$ cat config.mk
export PLATFORM = sky130hd
export DESIGN_NAME = register_writer
export DESIGN_NICKNAME = d
export VERILOG_FILES = /design/src/rtl/register_writer.sv
export SDC_FILE = /design/constraint.sdc
export NUM_CORES = 1
export LEC_CHECK = 0
export BUFFER_PORTS_ARGS = -buffer_cell sky130_fd_sc_hd__buf_4
export CORE_ASPECT_RATIO = 1.2
export CORE_MARGIN = 2
export CORE_UTILIZATION = 45
export CTS_BUF_LIST = sky130_fd_sc_hd__clkbuf_8
export CTS_CLUSTER_DIAMETER = 50
export DETAILED_ROUTE_END_ITERATION = 10
export PLACE_DENSITY = 0.76
export SYNTH_ARGS = -nofsm -noshare
export SYNTH_HDL_FRONTEND = slang
export SYNTH_SLANG_ARGS = --single-unit
$ cat constraint.sdc
create_clock -name clk -period 2.2 [get_ports clk]
set_input_delay 0.22 -clock clk [delete_from_list [all_inputs] [get_ports clk]]
set_output_delay 0.22 -clock clk [all_outputs]
set_load 0.01 [all_outputs]
$ cat src/rtl/register_writer.sv
// Write-back stage: formats the result leaving the memory stage and drives the regfile write port.
// Ports: clk, rst_n (sync, active-low), in_* instruction fields, reg_wr_* write port, load_fault, instret.
module register_writer #(
  parameter int CNT_W = 64
) (
  input  logic             clk,
  input  logic             rst_n,
  input  logic             in_noop,
  input  logic [6:0]       in_opcode,
  input  logic [2:0]       in_funct3,
  input  logic [4:0]       in_rd,
  input  logic [31:0]      in_imm,
  input  logic [31:0]      in_res,
  input  logic [31:0]      in_mem_rd,
  input  logic [1:0]       in_addr_lo,
  output logic             reg_wr_en,
  output logic [4:0]       reg_wr_addr,
  output logic [31:0]      reg_wr_data,
  output logic             load_fault,
  output logic [CNT_W-1:0] instret
);

  localparam logic [6:0] OP_LUI   = 7'b0110111;
  localparam logic [6:0] OP_REG   = 7'b0110011;
  localparam logic [6:0] OP_IMM   = 7'b0010011;
  localparam logic [6:0] OP_JAL   = 7'b1101111;
  localparam logic [6:0] OP_JALR  = 7'b1100111;
  localparam logic [6:0] OP_AUIPC = 7'b0010111;
  localparam logic [6:0] OP_LOAD  = 7'b0000011;

  logic [7:0]  ld_byte;
  logic [15:0] ld_half;
  logic [31:0] ld_data;
  logic        ld_rsvd;
  logic [31:0] wdata;
  logic        writes;
  logic        fault;

  // byte lane from both address bits, half lane from bit 1 only
  assign ld_byte = in_mem_rd[{in_addr_lo, 3'b000} +: 8];
  assign ld_half = in_mem_rd[{in_addr_lo[1], 4'b0000} +: 16];

  always_comb begin
    ld_data = in_mem_rd;
    ld_rsvd = 1'b0;
    case (in_funct3)
      3'b000:  ld_data = {{24{ld_byte[7]}}, ld_byte};
      3'b001:  ld_data = {{16{ld_half[15]}}, ld_half};
      3'b010:  ld_data = in_mem_rd;
      3'b100:  ld_data = {24'd0, ld_byte};
      3'b101:  ld_data = {16'd0, ld_half};
      default: ld_rsvd = 1'b1;
    endcase
  end

  always_comb begin
    wdata  = in_res;
    writes = 1'b0;
    fault  = 1'b0;
    case (in_opcode)
      OP_LUI: begin
        wdata  = in_imm;
        writes = 1'b1;
      end
      OP_REG, OP_IMM, OP_JAL, OP_JALR, OP_AUIPC: begin
        wdata  = in_res;
        writes = 1'b1;
      end
      OP_LOAD: begin
        wdata  = ld_data;
        writes = 1'b1;
        fault  = ld_rsvd;
      end
      default: begin
        wdata  = in_res;
        writes = 1'b0;
      end
    endcase
  end

  always_ff @(posedge clk) begin
    if (!rst_n) begin
      reg_wr_en   <= 1'b0;
      reg_wr_addr <= '0;
      reg_wr_data <= '0;
      load_fault  <= 1'b0;
      instret     <= '0;
    end else if (in_noop) begin
      // bubble: address/data keep last values
      reg_wr_en  <= 1'b0;
      load_fault <= 1'b0;
    end else begin
      reg_wr_en   <= writes && (in_rd != 5'd0);
      reg_wr_addr <= in_rd;
      reg_wr_data <= wdata;
      load_fault  <= fault;
      instret     <= instret + 1'b1;
    end
  end

endmodule

==> run summary, run 1 <==
Share of the synthesized area in the top cell type = 0.397
Final Cycle Share = 0.959
Routed WL per cell = 17.0 um
Row cnt = 43
Syn_nets = 758
Layout cells sized above 1 = 0.351
Grt total ovfl = 0
Multi-input gate area = 2990 um^2
Routed WL = 17,700 um
Critical Path, Cell by Cell = ha_4 -> nand4b_1 -> nor4_2 -> buf_4 -> nand4_1 -> buf_6 -> or4_4 -> a21oi_2
Die Span Y = 122 um
Synth cell types = 47
Hold-fix buffers, CTS = 0
Vias per inst = 5.69
Synth top area cells = dfxtp_1, a21oi_1, o21ai_0, a221oi_1, xor2_1
Worst R2R Start = instret[1]
Dominant cell type by area after synthesis = dfxtp_1
Synth Warn # = 0
Max IR drop VDD = 318 uV
Hold Vio Cnt, Final = 0
PD cells = 498 nW/um^2
Core region area = 11,400 um^2
Antenna-violating nets left = 0
Hold-critical path depth = 3
Port Buffers = 218
Synth-to-layout area growth = 44.8%
DIE WIDTH = 102 um
Slew @ Worst Pin = 0.664 ns
# setup viols final = 0
Post-synthesis register bit count = 103
MaxCap Viol Count = 0
Worst Hold End = reg_wr_addr[3]
Worst skew pair latency = 0.37 ns
Fin Clk Skew = 0.0147 ns
H-tree levels = 3
Clock tree buffer depth = 2
Clk pwr share = 0.334
Crit path required time = 2.50 ns
Largest net degree at the start of global routing = 65
FF-to-FF setup slack = 0.09 ns
Final Max Tran Viols = 0
Cell count after synthesis = 641
Mean post-synth cell area = 8.11 um^2
Root buffer cell = clkbuf_8
Leakage = 3.24 nW
Most common flop cell mapped by yosys = dfxtp_1
Critical Path Start = instret[1]
Reg area = 2070 um^2
Psw = 0.955 mW
Met2 WL = 9120 um
Met3 wire length = 1400 um
Critical Path Sink Type = flip-flop
Final HPWL DP = 13,400 um
Placer Congestion = 0.977
Netlist Area Pre-Place = 5200 um^2
Fin util = 0.660
CTS tree = yes
Area after DPL = 7180 um^2
Max frequency = 474 MHz
Starting Density = 0.456
Cell area after layout = 7520 um^2
Comb power frac = 0.146
Initial antenna violation count = 0
N_diodes = 0
First-pass GRT wire length = 27,300 um
Cell Int Power = 2.79 mW
Fill cells = 993
R2R depth = 8
Async S/R FF share, synth = 0
Critical R2R Capture = instret[60]
Num CTS Buffers = 9
Uppermost layer routed = met4
Sw Share = 0.255
Critical path class = reg -> reg
RSZ-0062 raised after global routing = true
Highest-delay cell along the critical path = or4_4
Worst hold start = in_rd[3]
Seq pwr share = 0.520
DRT Pass-1 Iters = 6
Critical-path maximum fanout = 6
DR DRC count = 0
Critical Path Max Stage Delay = 0.51 ns
Clk pin slew, worst setup/hold paths = 0.10 ns
Rel. slew slack = 0.558
Sink Count = 103
Fin nets = 996
Met1 WL = 6570 um
Via count = 5,920
Status = finished, final reports clean
Min-Delay Path Class = in -> reg
Post-synth EDFFs = 0
GRT Util Overall = 0.277
Minimum clock period = 2.11 ns
Startpoint types = flip-flop
Num ports = 219
WP data arrival = 2.41 ns
Seq/Total Area, Yosys = 0.397
Iteration-0 DRC Markers = 286
Die area = 12,400 um^2
Vias in the first global route = 5,583
==> layer usage <==
metal | up-vias | global-route usage
li1 | 2836 | -
met5 | - | 0
met1 | 2768 | 0.314
met4 | 0 | 0.113
met3 | 46 | 0.0528
met2 | 270 | 0.505
==> sequential cells by signal, indices dropped and copies added (netlist names) <==
name         flops
reg_wr_en        1
load_fault       1
instret         64
reg_wr_data     32
reg_wr_addr      5
==> Yosys cell counts (11+ instances only) <==
library cell / number
a21o_1: 16
inv_1: 15
dfxtp_1: 103
a221oi_1: 31
o21ai_0: 64
nand3_1: 23
xor2_1: 26
mux2i_1: 11
a21oi_1: 65
or3_1: 31
clkbuf_1: 32
nand4_1: 20
nand2_1: 53
nor2_1: 60
==> power groups by stage <==
stage	registers [mW]	clock network, mW	logic [mW]
after floorplan	2.01	0	0.200
after global placement	1.98	0	0.532
after detailed placement	1.99	0	0.542
after CTS	1.94	1.26	0.544
after global routing	1.95	1.33	0.593
final	1.95	1.25	0.548
==> critical path: cells and delay by family, from the launching register on <==
family | cells | cell delay (ns)
AO/OA/AOI/OAI | 1 | 0.12
buffers and inverters | 2 | 0.32
flip-flops | 1 | 0.36
adder cells (fa/ha/maj) | 1 | 0.14
AND/OR/NAND/NOR | 4 | 1.10
==> cell usage in the layout, fill, tap and decap left out, drive strengths merged, types with 2 or more instances in the layout <==
master and count:
buf 266, o22ai 3, and4 5, a221o 3, a221oi 31, nand4b 3
o21ai 64, dfxtp 103, mux2i 11, a31oi 3, o221ai 2, a21o 16
or4 6, nand2 53, clkinv 2, o2bb2ai 2, nand3 23, o211ai 3
nor4 3, and2 3, nor3 8, and3 8, nand2b 2, a21oi 65
inv 16, xnor2 8, nor2b 4, xor2 26, clkbuf 11, nor2 60
or2 2, or3 31, nand4 23, o31ai 5
==> per-stage QoR <==
step	hold slack (ns)	TNS [ns]	worst slack [ns]	std cells	power (mW)
detailed placement	0.472	0	0.0113	1016	2.53
global route	0.0873	-0.329	-0.0757	1040	3.88
finish	0.101	0	0.0910	1040	3.75
floorplan	0.358	0	0.195	641	2.21
global placement	0.460	0	0.140	1016	2.52
CTS	0.0904	0	0.0119	1031	3.75
==> cell families after synthesis <==
kind of cell    after synthesis  share of synthesized area
fa+ha+maj                     1                    0.00241
simple gates                235                      0.239
xor+xnor                     34                     0.0573
mux                          13                     0.0277
flops                       103                      0.397
compound gates              200                      0.236
buf+inv                      55                     0.0409
==> how the worst max path moves through the flow <==
stage | cells past startpoint | endpoint | slack, ns
finish | 8 | instret[60] | 0.09
global route | 9 | instret[58] | -0.08
CTS | 6 | instret[58] | 0.01
detailed placement | 6 | instret[58] | 0.01
global placement | 6 | instret[58] | 0.14
floorplan | 7 | instret[58] | 0.19
==> what timing repair did <==
action / 4_1_cts / 5_1_grt
resized for setup: 0 / 18
endpoints found under the hold margin: 0 / 0
setup endpoints to repair: 0 / 15
buffers inserted: 0 / 9
==> cell type report <==
cell class | instances | area share
Inverter | 16 | 0.00798
Timing Repair Buffer | 266 | 0.266
Clock inverter | 4 | 0.00732
Tap cell | 157 | 0.0261
Multi-Input combinational cell | 483 | 0.398
Sequential cell | 103 | 0.275
Clock buffer | 11 | 0.0201
Power figures use the tool's default switching activity.
==> run 2, diff against run 1 <==
Settings changed: PLACE_DENSITY 0.76 to 0.8, TNS_END_PERCENT set to 20.
==> run summary, run 2 (same netlist as run 1, synthesis figures left out) <==
Status = finished, final reports clean
Initial antenna violation count = 0 (unchanged)
Startpoint types = flip-flop
Rel. slew slack = 0.628 (+0.0700)
Reg area = 2070 um^2 (about the same)
Leakage = 3.19 nW (-1.6%)
Num ports = 219 (unchanged)
Fin util = 0.652 (-0.00812)
Hold Vio Cnt, Final = 0 (unchanged)
Die Span Y = 122 um (unchanged)
Multi-input gate area = 2990 um^2 (about the same)
Biggest register = instret
Met2 WL = 9080 um (-0.48%)
Worst slack at placement = 0.0148 ns (+0.00342 ns)
Final HPWL DP = 13,600 um (+1.3%)
Num CTS Buffers = 9 (unchanged)
Fin Clk Skew = 0.0103 ns (-0.00437 ns)
Critical Path Max Stage Delay = 0.48 ns (-0.03 ns)
First-pass GRT wire length = 27,200 um (-0.53%)
N_diodes = 0 (unchanged)
Uppermost layer routed = met4
# setup viols final = 0 (unchanged)
Routed WL per cell = 17.3 um (+1.6%)
Buffers & Inverters on Critical Path = 1 (-1)
Max frequency = 476 MHz (+0.43%)
Core region area = 11,400 um^2 (unchanged)
Die area = 12,400 um^2 (unchanged)
Critical path class = reg -> reg
WP data arrival = 2.40 ns (about the same)
GRT Util Overall = 0.276 (-0.00140)
Crit path max-delay family = simple AND/OR/NAND/NOR gates
Critical Path, Cell by Cell = ha_4 -> nand4b_1 -> nor4_4 -> nand4_1 -> buf_6 -> or4_4 -> a21oi_2
Most frequent cells in the layout = buf_4, dfxtp_1, o21ai_0
Routed WL = 17,700 um (+0.11%)
Min-Delay Path Class = in -> reg
Final Cycle Share = 0.954 (-0.00413)
Port Buffers = 218 (unchanged)
Fill cells = 974 (-1.9%)
MaxCap Viol Count = 0 (unchanged)
Met3 wire length = 1500 um (+7.5%)
Max IR drop VDD = 280 uV (-12%)
PD cells = 507 nW/um^2 (+1.9%)
Largest net degree at the start of global routing = 71 (+9.2%)
RSZ-0062 raised after global routing = true
H-tree levels = 3 (unchanged)
Hold-fix buffers, CTS = 0 (unchanged)
Starting Density = 0.456 (unchanged)
Clk pin slew, worst setup/hold paths = 0.11 ns (about the same)
Cell area after layout = 7430 um^2 (-1.2%)
Crit path required time = 2.50 ns (about the same)
Sink Count = 103 (unchanged)
Final Max Tran Viols = 0 (unchanged)
Fin nets = 980 (-1.6%)
Biggest regs = instret: 64 flops, reg_wr_data: 32 flops, reg_wr_addr: 5 flops
Setup TNS Final = 0 ns (unchanged)
Synth-to-layout area growth = 43.0%
Antenna-violating nets left = 0 (unchanged)
Layout cells sized above 1 = 0.334 (-0.0170)
DP Cell Count = 1,007 (-0.89%)
DRT Pass-1 Iters = 7 (+1)
Critical Path Sink Type = flip-flop
Grt total ovfl = 0 (unchanged)
Vias in the first global route = 5,549 (-0.61%)
Root buffer cell = clkbuf_8
Via count = 5,794 (-2.1%)
Vias per inst = 5.65 (-0.70%)
Slew @ Worst Pin = 0.554 ns (-0.109 ns)
Most common cell after layout, fill and taps aside = buf_4
Worst skew pair latency = 0.37 ns (about the same)
Area after DPL = 7130 um^2 (-0.77%)
Final setup margin = 0.100 ns (+0.00908 ns)
DR DRC count = 0 (unchanged)
Non-filler instance count after layout = 1,025 (-1.4%)
Max FFs per register = 64 (unchanged)
CTS tree = yes
Iteration-0 DRC Markers = 296 (+3.5%)
Placer Congestion = 0.938 (-4.0%)
Row cnt = 43 (unchanged)
Critical-path maximum fanout = 5 (-1)
Highest-delay cell along the critical path = or4_4
Met1 WL = 6540 um (-0.47%)
DIE WIDTH = 102 um (unchanged)
Clock tree buffer depth = 2 (unchanged)
Minimum clock period = 2.10 ns (-0.00908 ns)
run 2: worst register-to-register path, cell delays in order (launching register included):
cell and delay [ns]:
dfxtp_4 0.41, ha_4 0.14, nand4b_1 0.21, nor4_4 0.35
nand4_1 0.16, buf_6 0.16, or4_4 0.48, a21oi_2 0.12
run 2: report_power, final:
group | switching [mW] | internal, mW
logic | 0.258 | 0.288
clock network | 0.700 | 0.576
registers | 0.0333 | 1.91
run 2: area by class of cell:
type	instances	share of cell area
inverters	16	0.00808
clock buffers	10	0.0185
multi-input cells	483	0.403
clock inverters	6	0.0103
well taps	157	0.0264
flip-flops and latches	103	0.278
repair buffers	250	0.256
run 2: layer usage:
| layer | vias to the layer above | global-route usage |
|---|---|---|
| met5 | - | 0 |
| met4 | 0 | 0.122 |
| met3 | 38 | 0.0654 |
| met2 | 287 | 0.499 |
| met1 | 2668 | 0.303 |
| li1 | 2801 | - |
run 2: stage by stage:
stage,power (mW),hold WS [ns]
final,3.77,0.0828
after global routing,3.92,0.0738
after CTS,3.79,0.0676
after detailed placement,2.53,0.469
after global placement,2.52,0.460
after floorplan,2.21,0.358
run 2: final timing paths:
| path | startpoint | endpoint | slack (ns) | cells after the start |
|---|---|---|---|---|
| worst max register to register | instret[0] | instret[60] | 0.10 | 7 |
| worst min register to register | instret[63] | instret[63] | 0.50 | 2 |
| worst max-delay path | instret[0] | instret[60] | 0.10 | 7 |
| worst min-delay path | in_rd[4] | reg_wr_addr[4] | 0.08 | 3 |
run 2: timing repair:
item / 4_1_cts / 5_1_grt
endpoints found under the setup margin: 6 / 12
resized for setup: 1 / 17
setup buffers: 1 / 1
pin swaps: 1 / 17
